`src/rtl/issue_if.sv`:
```
// ID1 -> issue queue -> ID2 handshake bundle: two enqueue slots in, two issue slots out.
interface issue_if #(
  parameter int DATA_W = 128
);
  logic              in0_valid;
  logic [DATA_W-1:0] in0_data;
  logic [17:0]       in0_meta;
  logic              in1_valid;
  logic [DATA_W-1:0] in1_data;
  logic [17:0]       in1_meta;
  logic              in_ready;
  logic              issue0_valid;
  logic [DATA_W-1:0] issue0_data;
  logic [17:0]       issue0_meta;
  logic              issue1_valid;
  logic [DATA_W-1:0] issue1_data;
  logic [17:0]       issue1_meta;

  modport master (
    output in0_valid, in0_data, in0_meta, in1_valid, in1_data, in1_meta,
    input  in_ready, issue0_valid, issue0_data, issue0_meta,
    input  issue1_valid, issue1_data, issue1_meta
  );

  modport slave (
    input  in0_valid, in0_data, in0_meta, in1_valid, in1_data, in1_meta,
    output in_ready, issue0_valid, issue0_data, issue0_meta,
    output issue1_valid, issue1_data, issue1_meta
  );
endinterface

```
`src/rtl/issue_ctrl.sv`:
```
// Dual-issue instruction queue: circular buffer fed two-wide from ID1, issuing
// zero, one or two head entries per cycle to the ID2 slot registers.
module issue_ctrl #(
  parameter int DEPTH  = 8,
  parameter int DATA_W = 128
) (
  input  logic                   clk,
  input  logic                   rst_n,
  input  logic                   flush,
  input  logic                   exception_flush,
  input  logic                   id2_stall,
  issue_if.slave                 bus,
  output logic [$clog2(DEPTH):0] count
);
  localparam int AW = $clog2(DEPTH);
  localparam int CW = AW + 1;

  logic [DATA_W-1:0] r_data [DEPTH];
  logic [17:0]       r_meta [DEPTH];
  logic [AW-1:0]     r_head;
  logic [AW-1:0]     r_tail;
  logic [CW-1:0]     r_count;

  logic [AW-1:0] w_head1;
  logic [AW-1:0] w_tail1;
  logic [17:0]   w_h0;
  logic [17:0]   w_h1;
  logic          w_raw;
  logic          w_waw;
  logic          w_issue0;
  logic          w_issue1;
  logic          w_in_ready;
  logic          w_enq;
  logic          w_enq2;
  logic [CW-1:0] w_enq_n;
  logic [CW-1:0] w_deq_n;

  assign w_head1 = r_head + AW'(1);
  assign w_tail1 = r_tail + AW'(1);
  assign w_h0    = r_meta[r_head];
  assign w_h1    = r_meta[w_head1];

  // meta layout: [17] branch, [16] load/store, [15] wr_en, [14:10] dst, [9:5] rs, [4:0] rt
  always_comb begin
    w_raw      = w_h0[15] && (w_h0[14:10] != 5'd0) &&
                 ((w_h0[14:10] == w_h1[9:5]) || (w_h0[14:10] == w_h1[4:0]));
    w_waw      = w_h0[15] && w_h1[15] && (w_h0[14:10] == w_h1[14:10]) &&
                 (w_h0[14:10] != 5'd0);
    w_issue0   = (r_count != '0) && !(w_h0[17] && (r_count < CW'(2)));
    w_issue1   = w_issue0 && (r_count >= CW'(2)) && !w_raw && !w_waw &&
                 !(w_h0[16] && w_h1[16]) && !w_h1[17];
    w_in_ready = rst_n && ((CW'(DEPTH) - r_count) >= CW'(2));
    w_enq      = w_in_ready && bus.in0_valid;
    w_enq2     = w_enq && bus.in1_valid;
    w_enq_n    = CW'(w_enq) + CW'(w_enq2);
    w_deq_n    = id2_stall ? '0 : (CW'(w_issue0) + CW'(w_issue1));
  end

  always_ff @(posedge clk or negedge rst_n) begin
    if (!rst_n) begin
      r_head  <= '0;
      r_tail  <= '0;
      r_count <= '0;
    end else if (flush || exception_flush) begin
      r_head  <= '0;
      r_tail  <= '0;
      r_count <= '0;
    end else begin
      r_head  <= r_head + AW'(w_deq_n);
      r_tail  <= r_tail + AW'(w_enq_n);
      r_count <= r_count + w_enq_n - w_deq_n;
    end
  end

  // Payload storage needs no reset; entries are only visible once counted.
  always_ff @(posedge clk) begin
    if (w_enq) begin
      r_data[r_tail] <= bus.in0_data;
      r_meta[r_tail] <= bus.in0_meta;
    end
    if (w_enq2) begin
      r_data[w_tail1] <= bus.in1_data;
      r_meta[w_tail1] <= bus.in1_meta;
    end
  end

  assign bus.in_ready     = w_in_ready;
  assign bus.issue0_valid = w_issue0;
  assign bus.issue0_data  = r_data[r_head];
  assign bus.issue0_meta  = w_h0;
  assign bus.issue1_valid = w_issue1;
  assign bus.issue1_data  = r_data[w_head1];
  assign bus.issue1_meta  = w_h1;
  assign count            = r_count;
endmodule

```
`src/flat_wrapper.sv`:
```
// flat-port wrapper written by rule: the top's interface ports become plain ports
module issue_ctrl_flat 
#(
  parameter int DEPTH  = 8,
  parameter int DATA_W = 128
)
  (clk, rst_n, flush, exception_flush, id2_stall, count, bus_in0_valid, bus_in0_data, bus_in0_meta, bus_in1_valid, bus_in1_data, bus_in1_meta, bus_in_ready, bus_issue0_valid, bus_issue0_data, bus_issue0_meta, bus_issue1_valid, bus_issue1_data, bus_issue1_meta);
  issue_if #(.DATA_W(DATA_W)) bus_i ();
  input  logic clk;
  input  logic rst_n;
  input  logic flush;
  input  logic exception_flush;
  input  logic id2_stall;
  output logic [$clog2(DEPTH):0] count;
  input wire logic [$bits(bus_i.in0_valid)-1:0] bus_in0_valid;
  input wire logic [$bits(bus_i.in0_data)-1:0] bus_in0_data;
  input wire logic [$bits(bus_i.in0_meta)-1:0] bus_in0_meta;
  input wire logic [$bits(bus_i.in1_valid)-1:0] bus_in1_valid;
  input wire logic [$bits(bus_i.in1_data)-1:0] bus_in1_data;
  input wire logic [$bits(bus_i.in1_meta)-1:0] bus_in1_meta;
  output wire logic [$bits(bus_i.in_ready)-1:0] bus_in_ready;
  output wire logic [$bits(bus_i.issue0_valid)-1:0] bus_issue0_valid;
  output wire logic [$bits(bus_i.issue0_data)-1:0] bus_issue0_data;
  output wire logic [$bits(bus_i.issue0_meta)-1:0] bus_issue0_meta;
  output wire logic [$bits(bus_i.issue1_valid)-1:0] bus_issue1_valid;
  output wire logic [$bits(bus_i.issue1_data)-1:0] bus_issue1_data;
  output wire logic [$bits(bus_i.issue1_meta)-1:0] bus_issue1_meta;
  assign bus_i.in0_valid = bus_in0_valid;
  assign bus_i.in0_data = bus_in0_data;
  assign bus_i.in0_meta = bus_in0_meta;
  assign bus_i.in1_valid = bus_in1_valid;
  assign bus_i.in1_data = bus_in1_data;
  assign bus_i.in1_meta = bus_in1_meta;
  assign bus_in_ready = bus_i.in_ready;
  assign bus_issue0_valid = bus_i.issue0_valid;
  assign bus_issue0_data = bus_i.issue0_data;
  assign bus_issue0_meta = bus_i.issue0_meta;
  assign bus_issue1_valid = bus_i.issue1_valid;
  assign bus_issue1_data = bus_i.issue1_data;
  assign bus_issue1_meta = bus_i.issue1_meta;
  issue_ctrl #(.DEPTH(DEPTH), .DATA_W(DATA_W)) u_core (.clk(clk), .rst_n(rst_n), .flush(flush), .exception_flush(exception_flush), .id2_stall(id2_stall), .bus(bus_i), .count(count));
endmodule
```
`config.mk`:
```
export PLATFORM = sky130hd
export DESIGN_NAME = issue_ctrl_flat
export DESIGN_NICKNAME = d
export VERILOG_FILES = /design/src/rtl/issue_if.sv /design/src/rtl/issue_ctrl.sv /design/src/flat_wrapper.sv
export SDC_FILE = /design/constraint.sdc
export NUM_CORES = 2
export LEC_CHECK = 0
export BUFFER_PORTS_ARGS = -buffer_cell sky130_fd_sc_hd__buf_4
export CORE_MARGIN = 2
export CORE_UTILIZATION = 65
export CTS_CLUSTER_DIAMETER = 150
export DETAILED_ROUTE_END_ITERATION = 8
export PLACE_DENSITY = 0.86
export SKIP_CTS_REPAIR_TIMING = 1
export SLEW_MARGIN = 10
export SYNTH_ARGS = -nofsm -noshare
export SYNTH_HDL_FRONTEND = slang
export SYNTH_SLANG_ARGS = --single-unit
```
`constraint.sdc`:
```
create_clock -name clk -period 22.8 [get_ports clk]
set_clock_uncertainty 0.15 [all_clocks]
set_input_delay 5.7 -clock clk [delete_from_list [all_inputs] [get_ports clk]]
set_output_delay 5.7 -clock clk [all_outputs]
set_load 0.02 [all_outputs]
```
; ---- Word level (Yosys, flattened, before mapping)
; Memory sizes are Yosys's and may differ from the RTL's.
; Index checks and enable logic that the tools add are counted.
[word_totals]
reg_bits = 10
latchBits = 0
mem_bits_rw = 1168
romBits = 0
in_bits = 299
output_inout_bits = 299
wordCells = 53
mem_count = 2
[mem_list]
columns = name, words, width, rd, rd_ports_with_merged_regs, write_ports, line
row1 = u_core.r_data, 8, 128, 2, 0, 2, issue_ctrl.sv:18  ; logic [DATA_W-1:0] r_data [DEPTH];
row2 = u_core.r_meta, 8, 18, 2, 0, 2, issue_ctrl.sv:19  ; logic [17:0] r_meta [DEPTH];
[classes]
add_sub_neg = 9
n_mul = 0
div_mod_pow = 0
order_cmp = 3
n_eq_ne = 3
shift = 0
n_mux = 8
bitwise = 0
n_reduce_logical = 25
[op_table]
columns = cell, n
row1 = logical AND 1 bit, 16
row2 = == test 5 bit, 3
row3 = greater-or-equal comparator 4 x 2 -> 1 bit (second input constant), 2
row4 = two-way mux 4 bit, 2
row5 = adder 3 x 1 -> 3 bit (second input constant), 2
row6 = adder 3 bit, 2
row7 = two-way mux 3 bit, 2
row8 = logical NOT 1 bit, 5
row9 = nonzero test 5 bit, 1
row10 = adder 1 x 1 -> 2 bit, 2
row11 = adder 4 bit, 1
row12 = less-than comparator 4 x 2 -> 1 bit (second input constant), 1
row13 = two-way mux 1 bit, 4
row14 = nonzero test 4 bit, 1
row15 = subtractor 4 bit, 1
row16 = subtractor 4 bit (first input constant), 1
row17 = logical OR 1 bit, 2

; ---- Depth between registers and ports, before layout
; An unclocked memory read counts as a cell.
[logic_depth]
depth_word = 14
mapped_depth = 22
ltp_nobuf = 18

; ---- Least setup slack after synthesis
; No wires, ideal clock.
[synth_path]
path_type = input -> register
start = input port rst_n
end = memory u_core.r_data[1][0], enable pin
setup_ns = 0.866
arrival_time_ns = 17.061
required_ns = 21.784
setup_slack_ns = 4.723
path_stages = 5
path_buffers = 0
cell_sequence = inv_1 a41oi_2 and2_2 nand2_1 o31ai_1
[synth_lines]
columns = item, line
row1 = "start, declared", flat_wrapper.sv:10  ; input logic rst_n;
row2 = "end, declared", issue_ctrl.sv:18

; ---- Worst setup path in the final report
[layout_path]
start = input port rst_n
end = output port bus_in_ready
[layout_between]
elab_chain_len = 1
[layout_rtl]
columns = item, line
row1 = logical AND 1 bit, issue_ctrl.sv:52  ; w_in_ready = rst_n && ((CW'(DEPTH) - r_count) >= CW'(2));
row2 = "end, declared", flat_wrapper.sv:21  ; output wire logic [$bits(bus_i.in_ready)-1:0] bus_in_ready;
; Every way passes these cells.

==> results_dict.tcl <==
set metrics [dict create \
    crit_slowest_cell "buf_4" \
    critical_path_class "in2out" \
    final_hold_viol_count 0 \
    rows 119 \
    worst_ep_arrival_time_ps 6270 \
    ios 598 \
    grt_util_all_layers_pct 34.7 \
    synthesis.area_per_instance_um2 18.4 \
    final.setup.worst_slack_ps 10680 \
    synth-main-ff-cell "edfxtp_1" \
    timing.critical_path.cells "buf_4 > inv_1 > a41oi_2 > buf_4" \
    final_util_pct 74.1 \
    p_comb_share_pct 26.9 \
    layout-area-overhead-vs-synth_pct 13.6 \
    synth_top_cell_area_share_pct 51.2 \
    core_area_mm2 0.105 \
    critPathMostFrequentCell "buf_4" \
    ys_warn_count 0 \
    syn-instance-count 3728 \
    fp.dieW_um 329 \
    max_slew_margin_pct 24.6 \
    status "finished, final reports clean" \
    adder_cell_fraction_of_synth_area_pct 0.336 \
    htreeDepth 4 \
    worst_hold_path_type "reg2reg" \
    synth-seq-cells 1178 \
    gp_congestion 0.838 \
    cts.path.max_buffers 3 \
    initialDrtViolationCount 4198 \
    crit_fanout 11 \
    maximum_number_of_pins_on_one_net_before_global_route_repair 151 \
    num-fill-cells 6197 \
    synth_most_common_cell "mux2_2" \
    die_height_um 329 \
    clock_latency_ps 730 \
    setup-tns-final_ps 0 \
    use_met1_pct 44.2 \
    ir_drop_v 0.0000648 \
    async_reset_ff_share_pct 0.849 \
    fin_crit_sh_pct 53.2 \
    largest_family_of_logic_cells_by_synthesized_area "multiplexers" \
    initial_core_util_pct 65.3 \
    worst_setup_hold_path_clk_slew_ps 50 \
    fp.dieArea_mm2 0.108 \
    synthMuxAreaShare_pct 44.3 \
    critical_path.top_delay_family "buffers and inverters" \
    stdcell_area_mm2 0.0778 \
    setup.worst_path.end_class "output port" \
    root_buffer "clkbuf_16" \
    layout-drive-gt1-share_pct 64.5 \
    netSwitchingPower_mw 1.77 \
    synth_simple_gate_area_share_pct 0.471 \
    ys_types 46 \
    grt_util_met2_pct 56.2 \
    timing.final.setup_violations 0 \
    power_switching_share_pct 28.3 \
    setup_repair_after_global_routing_missed_its_margin "no" \
    dp_worst_slack_ps 10670 \
    sequentialPowerShare_pct 41.2 \
    grt-ovfl-total 0 \
    slowest_delay_ps 170 \
    use_met3_pct 8.64 \
    timing.hold.ws_ps 646 \
    synth_xor_area_share_pct 0.409 \
    timing.max_cap.violations 0 \
    viasPerCell 7.09 \
    hpwlAfterDp_mm 106 \
    reg2reg_from "u_core.r_head[1]$_DFF_PN0_" \
    cellPowerDensity_mw_per_mm2 80.1 \
    clkSinkCount 1178 \
    routed_wire_length_per_instance_um 32.6 \
    nets 4546 \
    placedInstanceArea_mm2 0.0738 \
    total_power_mw 6.23 \
    worstHoldStart "u_core.count[3]$_DFF_PN0_" \
    syn-cell-area_mm2 0.0685 \
    cp_num_buf_inv 3 \
    worstMarginPinSlew_ps 1130 \
    multiInputGateArea_mm2 0.0316 \
    drt-pass1-iter-count 5 \
    number_of_input_and_output_port_buffers_inserted 597 \
    synth_compound_area_share_pct 0.323 \
    slew_viol_final 0 \
    synth_seq_area_share_pct 51.6 \
    grt_most_used_layer "met2" \
    p_int_mw 4.47 \
    place_inst 5489 \
    synth_largest_area_cell "edfxtp_1" \
    detailroute.via_count 40700 \
    via_count_of_the_first_global_routing_pass 42300 \
    grt_antenna_before_repair 51 \
    wirelength_mm 187 \
    detail_route.drc_violations 0 \
    post_synth_edffs 1168 \
    grt_pass1_wl_mm 274 \
    tritoncts.num_buffers 131 \
    fmax_ghz 0.0825 \
    leakagePower_nw 25.0 \
    final-instance-count-excl-fill 5750 \
    tritoncts "done" \
    final_antenna_net_count 0 \
    final.min_clock_period_ps 12120 \
    area_occupied_by_registers_mm2 0.0353 \
    worst_ep_required_time_ps 16950 \
    synthesized_net_count 4043 \
    worst_setup_path_start_kind "input port" \
    pwr-share-clk_pct 31.9 \
    startpoint "rst_n" \
    synth_commonest_cells "mux2_2 (1327), edfxtp_1 (1168), mux4_2 (606), buf_2 (171), mux2_1 (129)" \
    post_synth_main_area_contributors "edfxtp_1 (51%), mux2_2 (22%), mux4_2 (20%)" \
]
## state kept, by name, indices dropped and copies added, names as in the netlist
signal,flops
u_core.r_meta,144
u_core.r_head,3
u_core.count,4
u_core.r_data,1024
u_core.r_tail,3
## power groups by stage
stage          registers (mW)  logic (mW)  clock network (mW)
2_1_floorplan            2.63        1.09                   0
3_3_place_gp             2.60        1.64                   0
3_5_place_dp             2.61        1.67                   0
4_1_cts                  2.56        1.68                2.00
5_1_grt                  2.58        1.76                2.08
6_report                 2.57        1.68                1.99
## cell type report
class	count	area share [%]
Antenna cell	38	0.122
Clock buffer	184	4.67
Clock inverter	39	0.342
Inverter	17	0.0820
Multi-Input combinational cell	2232	40.6
Sequential cell	1178	45.4
Tap cell	1391	2.24
Timing Repair Buffer	671	6.57
## kinds of logic (layout without fill, tap and decap cells)
family,Yosys count,count (layout)
muxes,2091,2091
DFF,1178,1178
buffers and inverters,318,911
and+or+nand+nor,62,62
xor gates and xnor gates,32,32
AOI/OAI and AO/OA,31,31
adders and majority gates,16,16
other,0,38
## path summary, 6_finish.rpt
path / endpoint / slack, ps / depth (start not counted)
max in group asynchronous: u_core.r_head[0]$_DFF_PN0_ / 17690 / 1
hold / removal: u_core.count[3]$_DFF_PN0_ / 650 / 4
hold reg to reg: u_core.count[3]$_DFF_PN0_ / 650 / 4
setup reg to reg: u_core.count[3]$_DFF_PN0_ / 15580 / 20
min in group asynchronous: u_core.count[2]$_DFF_PN0_ / 4640 / 1
setup / recovery: bus_in_ready / 10680 / 4
## worst register-to-register path, cell delays in order, from the launching register on
cell,delay (ps)
dfrtp_4,1030
ha_4,710
buf_4,790
buf_4,800
mux4_2,610
mux2i_1,190
xnor2_1,80
or4_1,470
o22ai_1,230
a41o_1,200
a21oi_1,60
ha_1,220
nand2b_1,140
inv_1,80
fa_1,480
inv_1,60
ha_1,270
a21o_1,170
a21oi_1,180
xnor2_1,130
nor2_1,50
## per-layer routing
metal,vias up,routed length (um)
li1,16800,-
met1,21200,66600
met2,2348,93300
met3,405,19000
met4,28,8220
met5,-,168
## cells in the final DEF, fill, tap and decap left out, types with 15 or more instances in the layout
| cell type | netlist | routed |
|---|---|---|
| mux2i_1 | 29 | 29 |
| buf_4 | 25 | 665 |
| inv_1 | 16 | 16 |
| mux2_1 | 129 | 129 |
| edfxtp_1 | 1168 | 1168 |
| nor2_1 | 17 | 15 |
| mux4_2 | 606 | 606 |
| clkbuf_1 | 60 | 45 |
| mux2_2 | 1327 | 1327 |
| diode_2 | 0 | 38 |
| clkinv_1 | 0 | 22 |
| xnor2_1 | 18 | 18 |
| clkbuf_16 | 0 | 138 |
Note: power is estimated with default switching activity, not from simulation.
